$ cat src/rtl/ram_disp_seq.sv
// Plays RAM entries 0..num_entries-1 onto a 4-digit 7-segment display: {addr hex, hundreds, tens, units}.
// Latency: 1 fetch + 1 latch + 8 convert cycles per entry, then DWELL_CYCLES of display; no backpressure, start ignored while busy.
// Optional DISP_LOOP_EN: wrap back to entry 0 after the last SHOW instead of stopping in DONE.
module ram_disp_seq #(
   parameter int DWELL_CYCLES   = 100000000,
   parameter int REFRESH_CYCLES = 100000
) (
   input  logic       clk,
   input  logic       clr,
   input  logic       start,
   input  logic [3:0] num_entries,
   input  logic [7:0] ram_data,
   output logic [3:0] ram_addr,
   output logic [3:0] anodes,
   output logic [7:0] segments,
   output logic       busy,
   output logic       done
);

   typedef enum logic [2:0] {IDLE, FETCH, LATCH, CONVERT, SHOW, DONE} state_t;

   state_t      state, state_nx;
   logic [3:0]  num_lat;
   logic [19:0] conv_sr, conv_adj, conv_nx;
   logic [2:0]  cvt_cnt;
   logic [3:0]  dig3, dig2, dig1, dig0, dig_sel;
   logic [31:0] dwell_cnt, ref_cnt;
   logic [1:0]  scan_idx;
   logic        dwell_last, ref_last, more_entries;

   assign dwell_last   = (dwell_cnt == 32'(DWELL_CYCLES - 1));
   assign ref_last     = (ref_cnt == 32'(REFRESH_CYCLES - 1));
   assign more_entries = ((5'(ram_addr) + 5'd1) < 5'(num_lat));
   assign busy         = (state != IDLE) && (state != DONE);
   assign done         = (state == DONE);

   function automatic logic [7:0] seg_enc(input logic [3:0] d);
      case (d)
         4'h0: seg_enc = 8'h03;  4'h1: seg_enc = 8'h9F;
         4'h2: seg_enc = 8'h25;  4'h3: seg_enc = 8'h0D;
         4'h4: seg_enc = 8'h99;  4'h5: seg_enc = 8'h49;
         4'h6: seg_enc = 8'h41;  4'h7: seg_enc = 8'h1F;
         4'h8: seg_enc = 8'h01;  4'h9: seg_enc = 8'h09;
         4'hA: seg_enc = 8'h11;  4'hB: seg_enc = 8'hC1;
         4'hC: seg_enc = 8'h63;  4'hD: seg_enc = 8'h85;
         4'hE: seg_enc = 8'h61;  default: seg_enc = 8'h71;
      endcase
   endfunction

   // Shift-add-3 step: [19:16] hundreds, [15:12] tens, [11:8] units, [7:0] binary value.
   // Hundreds never exceeds 2, so the bit rotated back into [0] is always zero.
   always_comb begin
      conv_adj = conv_sr;
      if (conv_sr[11:8]  >= 4'd5) conv_adj[11:8]  = conv_sr[11:8]  + 4'd3;
      if (conv_sr[15:12] >= 4'd5) conv_adj[15:12] = conv_sr[15:12] + 4'd3;
      if (conv_sr[19:16] >= 4'd5) conv_adj[19:16] = conv_sr[19:16] + 4'd3;
      conv_nx = {conv_adj[18:0], conv_adj[19]};
   end

   always_ff @(posedge clk) begin
      if (clr) state <= IDLE;
      else     state <= state_nx;
   end

   always_comb begin
      state_nx = state;
      case (state)
         IDLE, DONE: if (start) state_nx = (num_entries == 4'd0) ? DONE : FETCH;
         FETCH:      state_nx = LATCH;
         LATCH:      state_nx = CONVERT;
         CONVERT:    if (cvt_cnt == 3'd7) state_nx = SHOW;
         SHOW: begin
            if (dwell_last) begin
               if (more_entries) state_nx = FETCH;
               else begin
`ifdef DISP_LOOP_EN
                  state_nx = FETCH;
`else
                  state_nx = DONE;
`endif
               end
            end
         end
         default:    state_nx = IDLE;
      endcase
   end

   always_ff @(posedge clk) begin
      if (clr) begin
         num_lat   <= 4'd0;
         ram_addr  <= 4'd0;
         conv_sr   <= 20'd0;
         cvt_cnt   <= 3'd0;
         dig3      <= 4'd0;
         dig2      <= 4'd0;
         dig1      <= 4'd0;
         dig0      <= 4'd0;
         dwell_cnt <= 32'd0;
         ref_cnt   <= 32'd0;
         scan_idx  <= 2'd0;
      end else begin
         case (state)
            IDLE, DONE: begin
               if (start && (num_entries != 4'd0)) begin
                  num_lat  <= num_entries;
                  ram_addr <= 4'd0;
               end
            end
            LATCH: begin
               conv_sr <= {12'd0, ram_data};
               cvt_cnt <= 3'd0;
            end
            CONVERT: begin
               conv_sr <= conv_nx;
               cvt_cnt <= cvt_cnt + 3'd1;
               if (cvt_cnt == 3'd7) begin
                  dig3 <= ram_addr;
                  dig2 <= conv_nx[19:16];
                  dig1 <= conv_nx[15:12];
                  dig0 <= conv_nx[11:8];
               end
            end
            SHOW: begin
               if (dwell_last) begin
                  dwell_cnt <= 32'd0;
                  if (more_entries) ram_addr <= ram_addr + 4'd1;
`ifdef DISP_LOOP_EN
                  else              ram_addr <= 4'd0;
`endif
               end else begin
                  dwell_cnt <= dwell_cnt + 32'd1;
               end
            end
            default: ;
         endcase

         // Scanner is parked at digit 0 while idle so playback always starts on the rightmost digit.
         if (state == IDLE) begin
            ref_cnt  <= 32'd0;
            scan_idx <= 2'd0;
         end else if (ref_last) begin
            ref_cnt  <= 32'd0;
            scan_idx <= scan_idx + 2'd1;
         end else begin
            ref_cnt  <= ref_cnt + 32'd1;
         end
      end
   end

   always_comb begin
      case (scan_idx)
         2'd0:    dig_sel = dig0;
         2'd1:    dig_sel = dig1;
         2'd2:    dig_sel = dig2;
         default: dig_sel = dig3;
      endcase
      anodes   = 4'b1111;
      segments = 8'hFF;
      if (state != IDLE) begin
         anodes   = ~(4'b0001 << scan_idx);
         segments = seg_enc(dig_sel);
      end
   end

endmodule
$ cat config.mk
export PLATFORM = sky130hd
export DESIGN_NAME = ram_disp_seq
export DESIGN_NICKNAME = d
export VERILOG_FILES = /design/src/rtl/ram_disp_seq.sv
export SDC_FILE = /design/constraint.sdc
export NUM_CORES = 1
export LEC_CHECK = 0
export ABC_AREA = 0
export CORE_ASPECT_RATIO = 0.5
export CORE_MARGIN = 2
export CORE_UTILIZATION = 50
export DETAILED_ROUTE_END_ITERATION = 12
export GPL_TIMING_DRIVEN = 0
export PLACE_DENSITY = 0.69
export SYNTH_ARGS = -nofsm -noshare
export SYNTH_HDL_FRONTEND = slang
export SYNTH_SLANG_ARGS = --single-unit
$ cat constraint.sdc
create_clock -name clk -period 3.3 [get_ports clk]
set_clock_uncertainty 0.05 [all_clocks]
set_input_delay 0.66 -clock clk [delete_from_list [all_inputs] [get_ports clk]]
set_output_delay 0.66 -clock clk [all_outputs]
set_load 0.02 [all_outputs]
Word-level counts from Yosys, hierarchy flattened
Memories as Yosys holds them, arrays and structs flattened. Cells that the tools add are included.

Reduce and logical (&&, ||, !) cells: 16. Divide/modulo/power cells: 0. Multiply operators: 0. Magnitude comparators: 4. $add $sub $neg: 9. Multiplexer cells: 19. Shifts and indexed selects: 1. Bitwise gates (word level): 1. Eq/ne operators: 16.

Operators with widths (count): adder 32 x 1 -> 32 bit (second input constant) (2); one-hot mux 20 bit (2 select lines) (1); == test 32 x 17 -> 1 bit (second input constant) (1); == test 32 x 27 -> 1 bit (second input constant) (1); two-way mux 32 bit (1); two-way mux 4 bit (7); two-way mux 3 bit (5); one-hot mux 3 bit (5 select lines) (1); adder 4 x 2 -> 4 bit (second input constant) (3); >= comparator 4 x 3 -> 1 bit (second input constant) (3); one-hot mux 4 bit (3 select lines) (1); != test 2 bit (second input constant) (5); == test 3 bit (second input constant) (3); two-way mux 8 bit (1); one-hot mux 4 bit (2 select lines) (1); == test 3 x 2 -> 1 bit (second input constant) (2); one-hot mux 3 bit (2 select lines) (1); adder 4 x 1 -> 5 bit (second input constant) (1); < comparator 5 x 4 -> 1 bit (1); adder 4 x 1 -> 4 bit (second input constant) (1); logical NOT 4 bit (1); inverter 4 bit (1); AND reduction 2 bit (2); AND reduction 4 bit (1); other kinds (16) (19).

Bits of input ports: 15. Logic and storage cells: 79. Output and inout port bits: 18. ROM bits: 112. Latch bits: 0. Register bits after elaboration: 116. Memories kept: 1. RAM bits: 0.

Memory list: (no name shown) (words 16, width 7, read ports 1, clocked after memory_dff 0, write ports 0, line 38) `case (d)`.

Longest topological paths before layout
Gate-level depths: netlist of the first run.

Word-level depth: 5. Mapped depth: 9. Gate-level depth less buffers: 9.

Worst setup path after synthesis of the first run
No wires, ideal clock.

Path kind: register -> output. From: reg scan_idx[0]. To: out segments[4]. Required time: 2590 ps. Path slack: 471 ps. Cell stages (with the launch flop): 10. Path buffers: 0. Arrival time: 2119 ps. Cell sequence: dfxtp_1 inv_1 ha_1 a222oi_1 mux2i_1 inv_1 ha_1 nor2b_1 nor4b_1 a31oi_1.

Word-level cells in the longest chain between the ends: 4. Elaborated cells on any way between the ends: 6. Those cells by class: eq/ne: 2; mux: 2; reduce/logical: 1; memory: 1.

Ends and longest elaborated chain: start: declaration (line 28) `logic [1:0] scan_idx;`; start signal: assignment (line 143) `scan_idx <= scan_idx + 2'd1;`; == test 2 bit (tied with other cells) (line 151) `case (scan_idx)`; one-hot mux 4 bit (3 select lines) * (line 151); memory (16 x 7 bit) *; two-way mux 8 bit * (line 159) `if (state != IDLE) begin`; end: declaration (line 15) `output logic [7:0] segments,`.

Every way passes the cells marked *; elsewhere a longest branch is shown, timed or not.

Worst setup path in the final report of the first run
From: reg scan_idx[0]. To: out segments[7].

The elaborated chain is that of the path after synthesis.

==> impl_metrics.ini, run 1 <==
[floorplan]
die_w_um = 157
initial_utilization_pct = 52.4
die_y_um = 80.7
dieArea_mm2 = 0.0127
core_area_mm2 = 0.0112
rows = 27
ios = 33

[logic_synthesis]
synth_compound_area_share_pct = 10.7
netlist_instances = 709
yosysWarningCount = 0
synth_top_family_by_area = simple AND/OR/NAND/NOR gates
muxShareOfSynthArea_pct = 3.79
synth_cell_type_count = 48
yosys.area_share.adder_pct = 5.32
synth_xor_area_share_pct = 9.09
ys_seq_area_share_pct = 39.5
synthFlopType = dfxtp_1
synth_simple_gate_area_share_pct = 27.0
synth_fp_nets = 749
syn_area_mm2 = 0.00588
synth-edff-count = 0
avgSynthCellArea_um2 = 8.29
async_flop_share_pct = 0
ys_seq_elements = 116

[clock_network]
clkLatencyLatePin_ns = 0.41
clock_sinks = 116
cts_buffers = 17
clk_path_buf_depth = 2
cts-root-buf = clkbuf_16
htreeDepth = 4
tritoncts = done
clkTransAtPathRegs_ns = 0.05

[place]
dpl_cell_area_mm2 = 0.00638
port_buffers = 30
dpl.cell_count = 898
dp_hpwl_mm = 9.16
finalWeightedCongestion = 0.849
place_ws_ns = -0.302

[finish]
final_cells = 939
syn2layout_area_growth_pct = 21.8
finalNetCount = 807
layout-drive-gt1-share_pct = 11.2
n_antenna_cell = 0
final_area_mm2 = 0.00716

[sta]
period_minus_slack_ns = 3.27
clock.fmax_mhz = 306
fin_crit_sh_pct = 99.1
finalMaxSlewViolations = 0
layout_setup_ws_ns = 0.0283
relSlewSlack_pct = 38.7
finalSetupViolations = 0
fin_tns_setup_ns = 0
worst_pin_slew_ns = 0.911
grt_setup_unrepaired = true
finalHoldViolations = 0

[power_and_ir_drop]
p_leak_nw = 2.49
p_total_w = 0.00378
power.density_mw_per_mm2 = 528
vdd.ir_drop.worst_uv = 275

[drt]
finalWirelength_mm = 13.6
routedWlPerCell_um = 14.4
drcViolationCount = 0
vias = 5160
detail_route.vias_per_cell = 5.50
dr.pass1.iters = 6
dr.first_iter.drc_count = 333
ant_nets = 0

[min_path]
hp-class = register to register

[setup_path]
critPathSlowestCell = a222oi_1
reg2reg_slack_ns = 0.68
required_ns = 2.59
crit_start = scan_idx[0]$_SDFFE_PP0P_
arrival_ns = 2.56
worstRegToRegCells = 7
rr_endpoint = ref_cnt[26]$_SDFF_PP0_
endpoint_kind = primary output
slowest_delay_ns = 0.46
critPathMaxFanout = 5
cp-start-kind = register
crit_chain = inv_4 -> ha_4 -> a222oi_1 -> mux2i_2 -> ha_2 -> or3_4 -> o221ai_2 -> nand2_1 -> buf_6
crit_path_end = segments[7]
critPathKind = register to primary output
r2r-start = ref_cnt[7]$_SDFF_PP0_

[global_route]
grt_pass1_vias = 4840
antenna_found_initial = 0
grt_pass1_wl_mm = 22.6
grt.overflow.total = 0
grt_max_degree = 17
grtUsageTotal_pct = 22.4

[flow_run]
maxCapViolations = 0

[status]
outcome = finished clean
[stage by stage]
stage | hold WS [ns] | util, %
final | 0.402 | 63.9
after global routing | 0.418 | 63.9
after CTS | 0.404 | 63.2
after detailed placement | 0.397 | 56.9
after global placement | 0.391 | 56.9
after floorplan | 0.380 | -
[Yosys cell counts (11+ instances only)]
cell type	number	area, um2
and4_1	12	105
nand4_1	19	119
o21ai_0	20	100
inv_1	25	93.8
nor3_1	17	85.1
mux2i_1	20	200
a22oi_1	13	97.6
a21oi_1	32	160
xor2_1	30	263
nor2_1	95	357
ha_1	25	313
or3_1	12	75.1
a211oi_1	11	82.6
nand2_1	76	285
nor4_1	13	81.3
dfxtp_1	116	2320
nand3_1	30	150
and3_1	12	75.1
xnor2_1	31	272
clkbuf_1	29	109
[state kept, by name (all words and copies together) (netlist names)]
name,flops
dig1,4
dig2,4
dig3,4
scan_idx,2
dwell_cnt,32
conv_sr,20
state,3
cvt_cnt,3
ref_cnt,32
num_lat,4
dig0,4
ram_addr,4
[power by group]
| part | internal, W | total [W] | switching [W] |
|---|---|---|---|
| Sequential | 0.00143 | 0.00145 | 0.0000223 |
| Clock | 0.00132 | 0.00195 | 0.000638 |
| Combinational | 0.000135 | 0.000370 | 0.000235 |
| Total | 0.00288 | 0.00378 | 0.000895 |
[what timing repair did]
item / CTS / global route
gates resized for setup: 52 / 18
setup endpoints to repair: 7 / 9
setup buffers: 7 / 3
hold buffers: 0 / 0
pin swaps: 5 / 7
[logic make-up (layout without fill, tap and decap cells)]
group                    Yosys count  in the layout
AND/OR/NAND/NOR                  321            321
other                              1              1
XOR/XNOR                          61             61
flip-flops                       116            116
adder cells (fa/ha/maj)           25             25
buffers and inverters             66            137
AO/OA/AOI/OAI                     97             97
multiplexers                      22             22
[final cells by class]
type / instances / area, um2
clock buffer: 22 / 474
tap: 159 / 199
multi-input combinational: 527 / 3390
timing repair buffer: 39 / 347
sequential: 116 / 2330
buffer: 40 / 174
fill: 984 / 4050
clock inverter: 10 / 153
inverter: 26 / 100
[how the worst min path moves through the flow]
stage,start,end,depth (start not counted)
finish,dig3[1]$_SDFFE_PP0P_,dig3[1]$_SDFFE_PP0P_,2
global route,dig3[1]$_SDFFE_PP0P_,dig3[1]$_SDFFE_PP0P_,2
CTS,dig3[1]$_SDFFE_PP0P_,dig3[1]$_SDFFE_PP0P_,2
detailed placement,dig3[1]$_SDFFE_PP0P_,dig3[1]$_SDFFE_PP0P_,2
global placement,cvt_cnt[1]$_SDFFE_PP0P_,cvt_cnt[1]$_SDFFE_PP0P_,2
floorplan,ref_cnt[0]$_SDFF_PP0_,ref_cnt[0]$_SDFF_PP0_,1
[layout by cell type, fill, tap and decap left out, types with 21 or more instances in the layout]
master           count
nand3_1             30
xnor2_1             31
clkdlybuf4s50_1     23
nand2_1             75
inv_1               21
clkbuf_1            28
nor2_1              95
a21oi_1             32
xor2_1              30
dfxtp_1            114
[worst max-delay path: cells and delay by family (launching register included)]
| family | cells | cell delay (ns) |
|---|---|---|
| AOI/OAI and AO/OA | 2 | 0.53 |
| adders and majority gates | 2 | 0.42 |
| buffers and inverters | 2 | 0.20 |
| DFF | 1 | 0.38 |
| muxes | 1 | 0.22 |
| and+or+nand+nor | 2 | 0.41 |
[per-layer routing]
layer,part of all wire [%],global-route usage (%),vias up
li1,-,-,2599
met3,2.9,4.37,12
met2,47,38.6,69
met5,0,0,-
met4,0.86,6.82,0
met1,49,28.5,2480
Note: power is estimated with default switching activity, not from simulation.
==> inputs of run 2 (changes only) <==
TNS_END_PERCENT = 20   (was unset)
==> impl_metrics.ini, run 2 (synthesis gave the netlist of run 1 again) <==
[clock_network]
clk_path_buf_depth = 2
clkLatencyLatePin_ns = 0.41
clock_sinks = 116
tritoncts = done
hold_buffers = 0
htreeDepth = 4
clkTransAtPathRegs_ns = 0.05
cts_buffers = 17
cts-root-buf = clkbuf_16

[place]
dp_hpwl_mm = 9.16
dpl.cell_count = 898
place_ws_ns = -0.302
port_buffers = 30
finalWeightedCongestion = 0.849

[setup_path]
endpoint_kind = primary output
reg2reg_slack_ns = 0.65
crit_chain = inv_4 -> ha_4 -> a222oi_1 -> mux2i_2 -> inv_2 -> ha_2 -> nor2b_2 -> nor4b_2 -> a31oi_1 -> buf_4
cp-start-kind = register
critical-path-top-delay-family = compound AO/OA/AOI/OAI gates
critPathKind = register to primary output
required_ns = 2.59
critPathSlowestCell = a222oi_1
slowest_delay_ns = 0.47
worstRegToRegCells = 7
critPathMaxFanout = 5
crit_buf_inv = 3
arrival_ns = 2.56
cp.depth = 10

[global_route]
grt_pass1_wl_mm = 22.6
grt.overflow.total = 0
grtUsageTotal_pct = 22.3
antenna_found_initial = 0
grt_max_degree = 17
grt_pass1_vias = 4857

[finish]
seq_area_mm2 = 0.00233
utilization_pct = 63.8
final_common_cell = dfxtp_1
syn2layout_area_growth_pct = 21.7
finalNetCount = 807
n_antenna_cell = 0
n_fill_cell = 982
multi_input_area_mm2 = 0.00338
final_cells = 939
mostFrequentLayoutCells = dfxtp_1 (114), nor2_1 (95), nand2_1 (76)
layout-drive-gt1-share_pct = 11.0
reg_top3 = dwell_cnt x32, ref_cnt x32, conv_sr x20

[sta]
finalMaxSlewViolations = 0
finalHoldViolations = 0
worst_pin_slew_ns = 0.914
period_minus_slack_ns = 3.27
relSlewSlack_pct = 38.5
fin_crit_sh_pct = 99.2
clock.fmax_mhz = 305
finalSetupViolations = 0
hold_slack_ns = 0.402
grt_setup_unrepaired = true
layout_setup_ws_ns = 0.0255

[floorplan]
initial_utilization_pct = 52.4
core_area_mm2 = 0.0112
die_w_um = 157
dieArea_mm2 = 0.0127
die_y_um = 80.7
ios = 33
rows = 27

[power_and_ir_drop]
switching_share_pct = 23.7
p_clk_share_pct = 51.7
p_sw_w = 0.000893
power.density_mw_per_mm2 = 528
p_seq_share_pct = 38.5
p_leak_nw = 2.49
cell_internal_pwr_w = 0.00288
vdd.ir_drop.worst_uv = 274
p_total_w = 0.00377
comb_power_share_pct = 9.7

[drt]
finalWirelength_mm = 13.6
dr.pass1.iters = 5
routedWlPerCell_um = 14.5
dr.first_iter.drc_count = 336
drcViolationCount = 0
vias = 5142
ant_nets = 0
detail_route.vias_per_cell = 5.48

[status]
outcome = finished clean

[min_path]
hp-class = register to register
whs_path_depth = 2

[flow_run]
maxCapViolations = 0
run 2: routing by layer:
metal / global-route usage (%) / vias to the layer above / share of wire (%)
met5: 0 / - / 0
met4: 6.82 / 0 / 1.2
met3: 4.37 / 17 / 3.3
met2: 38.8 / 77 / 47
met1: 28.2 / 2452 / 49
li1: - / 2596 / -
run 2: final timing paths:
check / from / endpoint
max: scan_idx[0]$_SDFFE_PP0P_ / segments[4]
min: dig3[1]$_SDFFE_PP0P_ / dig3[1]$_SDFFE_PP0P_
max reg2reg: ref_cnt[7]$_SDFF_PP0_ / ref_cnt[26]$_SDFF_PP0_
min reg2reg: dig3[1]$_SDFFE_PP0P_ / dig3[1]$_SDFFE_PP0P_
run 2: repair_timing:
item | in CTS | in global routing
resized for setup | 47 | 20
pin swaps | 5 | 6
setup buffers | 7 | 3
setup endpoints to repair | 7 | 9
run 2: per-stage QoR:
stage	TNS, ns	instance area [um2]
CTS	-0.0628	7070
global placement	-1.11	6380
detailed placement	-1.57	6380
global route	-0.242	7150
floorplan	0	5880
finish	0	7150
run 2: power by group through the flow:
| stage | logic, W | clock network (W) | registers, W |
|---|---|---|---|
| CTS | 0.000363 | 0.00197 | 0.00145 |
| floorplan | 0.000239 | 0 | 0.00148 |
| finish | 0.000368 | 0.00195 | 0.00145 |
| global route | 0.000403 | 0.00203 | 0.00146 |
| detailed placement | 0.000377 | 0 | 0.00148 |
| global placement | 0.000375 | 0 | 0.00148 |
run 2: final cells by class:
type	count	share of cell area [%]
multi-input combinational	527	47.2
sequential	116	32.6
clock buffer	22	6.63
timing repair buffer	39	4.81
tap	159	2.78
buffer	40	2.43
clock inverter	10	2.13
inverter	26	1.40
run 2: worst reg2reg max path, delay by kind of cell, from the launching register on:
family | cells | cell delay [ns]
flops | 1 | 0.43
simple gates | 5 | 1.50
buf+inv | 2 | 0.55
==> inputs of run 3 (changes only) <==
HOLD_SLACK_MARGIN = 0.02   (was unset)
SLEW_MARGIN = 40   (was unset)
==> impl_metrics.ini, run 3 (synthesis gave the netlist of run 1 again) <==
[status]
outcome = finished, violations left
violations = negative setup slack

[place]
dpl.cell_count = 898
finalWeightedCongestion = 0.849
dpl_cell_area_mm2 = 0.00639
dp_hpwl_mm = 9.17
port_buffers = 30

[floorplan]
dieArea_mm2 = 0.0127
rows = 27
initial_utilization_pct = 52.4
die_y_um = 80.7
core_area_mm2 = 0.0112
ios = 33
die_w_um = 157

[drt]
dr.pass1.iters = 5
detail_route.vias_per_cell = 5.47
vias = 5123
drcViolationCount = 0
dr.first_iter.drc_count = 371
ant_nets = 0
routedWlPerCell_um = 14.6
finalWirelength_mm = 13.7

[min_path]
hp-class = register to register
whs_path_depth = 2
hold_end = dig3[1]$_SDFFE_PP0P_
min-delay-start = dig3[1]$_SDFFE_PP0P_

[clock_network]
clkTransAtPathRegs_ns = 0.05
clk_path_buf_depth = 2
clock_sinks = 116
clkLatencyLatePin_ns = 0.41
htreeDepth = 4
tritoncts = done
cts-root-buf = clkbuf_16
cts_buffers = 17
hold_buffers = 0

[global_route]
grtUsageTotal_pct = 22.5
grt_pass1_wl_mm = 22.7
grt.overflow.total = 0
antenna_found_initial = 0
grt_max_degree = 17
grt_pass1_vias = 4839

[power_and_ir_drop]
vdd.ir_drop.worst_uv = 285
p_leak_nw = 2.51
cell_internal_pwr_w = 0.00305
switching_share_pct = 22.4
comb_power_share_pct = 9.3
p_seq_share_pct = 37.0
power.density_mw_per_mm2 = 545
p_sw_w = 0.000884
p_clk_share_pct = 53.8

[finish]
finalNetCount = 805
n_fill_cell = 962
seq_area_mm2 = 0.00233
final_cells = 936
mostFrequentLayoutCells = dfxtp_1 (114), nor2_1 (95), nand2_1 (76)
multi_input_area_mm2 = 0.00340
final_area_mm2 = 0.00722
syn2layout_area_growth_pct = 22.8
n_antenna_cell = 0
layout-drive-gt1-share_pct = 10.7
final_common_cell = dfxtp_1
utilization_pct = 64.4
reg_top3 = dwell_cnt x32, ref_cnt x32, conv_sr x20

[setup_path]
worstRegToRegCells = 8
rr_endpoint = dwell_cnt[18]$_SDFFE_PP0P_
endpoint_kind = primary output
r2r-start = state[2]$_SDFFE_PP0P_
cp-start-kind = register
arrival_ns = 2.69
crit_start = scan_idx[0]$_SDFFE_PP0P_
reg2reg_slack_ns = 0.79
critPathMaxFanout = 5
required_ns = 2.59
critPathKind = register to primary output

[flow_run]
maxCapViolations = 0

[sta]
fin_tns_setup_ns = -0.208
fin_crit_sh_pct = 103
grt_setup_unrepaired = true
clock.fmax_mhz = 295
period_minus_slack_ns = 3.40
finalSetupViolations = 5
layout_setup_ws_ns = -0.0954
worst_pin_slew_ns = 0.687
finalMaxSlewViolations = 0
finalHoldViolations = 0
relSlewSlack_pct = 53.9
[run 3: how the worst max path moves through the flow]
stage	slack [ns]	end	cells after the start
2_1_floorplan	0.47	segments[4]	9
3_3_place_gp	-0.22	segments[4]	10
3_5_place_dp	-0.28	segments[4]	10
4_1_cts	-0.02	segments[4]	10
5_1_grt	-0.20	segments[4]	10
6_report	-0.1	segments[4]	10
[run 3: metal layers]
layer / vias up / routed length, um / part of all wire, % / track usage (%)
met5: - / 0 / 0 / 0
met4: 0 / 147 / 1.1 / 7.64
met3: 16 / 453 / 3.3 / 5.07
met2: 86 / 6420 / 47 / 37.6
met1: 2424 / 6650 / 49 / 28.9
li1: 2597 / - / - / -
[run 3: critical path, cell delays in order (launching register included)]
cell	delay [ns]
dfxtp_4	0.38
inv_4	0.05
ha_4	0.17
a222oi_1	0.49
mux2i_2	0.17
buf_4	0.20
ha_4	0.15
nor2b_4	0.12
nor4b_2	0.29
a31oi_1	0.07
buf_4	0.18
[run 3: what timing repair did]
action | in CTS | in global routing
pin swaps | 5 | 6
gates resized for setup | 53 | 12
setup buffers | 6 | 1
setup endpoints to repair | 7 | 9
gates cloned | 0 | 0
[run 3: area by class of cell]
cell class | instances | share of cell area (%)
plain buffers | 40 | 2.41
clock buffers | 22 | 6.71
clock inverters | 9 | 2.74
inverters | 26 | 1.39
multi-input cells | 527 | 47.1
flip-flops and latches | 116 | 32.3
well taps | 159 | 2.76
repair buffers | 37 | 4.65
[run 3: stage by stage]
stage          hold slack [ns]  total power [W]  worst slack, ns
2_1_floorplan            0.380          0.00172            0.471
3_3_place_gp             0.391          0.00186           -0.218
3_5_place_dp             0.399          0.00186           -0.284
4_1_cts                  0.406          0.00396          -0.0187
5_1_grt                  0.422          0.00406           -0.205
6_report                 0.406          0.00394          -0.0954
[run 3: power groups by stage]
| stage | sequential (W) | combinational, W | clock (W) |
|---|---|---|---|
| floorplan | 0.00148 | 0.000239 | 0 |
| global placement | 0.00148 | 0.000375 | 0 |
| detailed placement | 0.00148 | 0.000378 | 0 |
| CTS | 0.00145 | 0.000362 | 0.00214 |
| global route | 0.00146 | 0.000401 | 0.00220 |
| finish | 0.00145 | 0.000365 | 0.00212 |
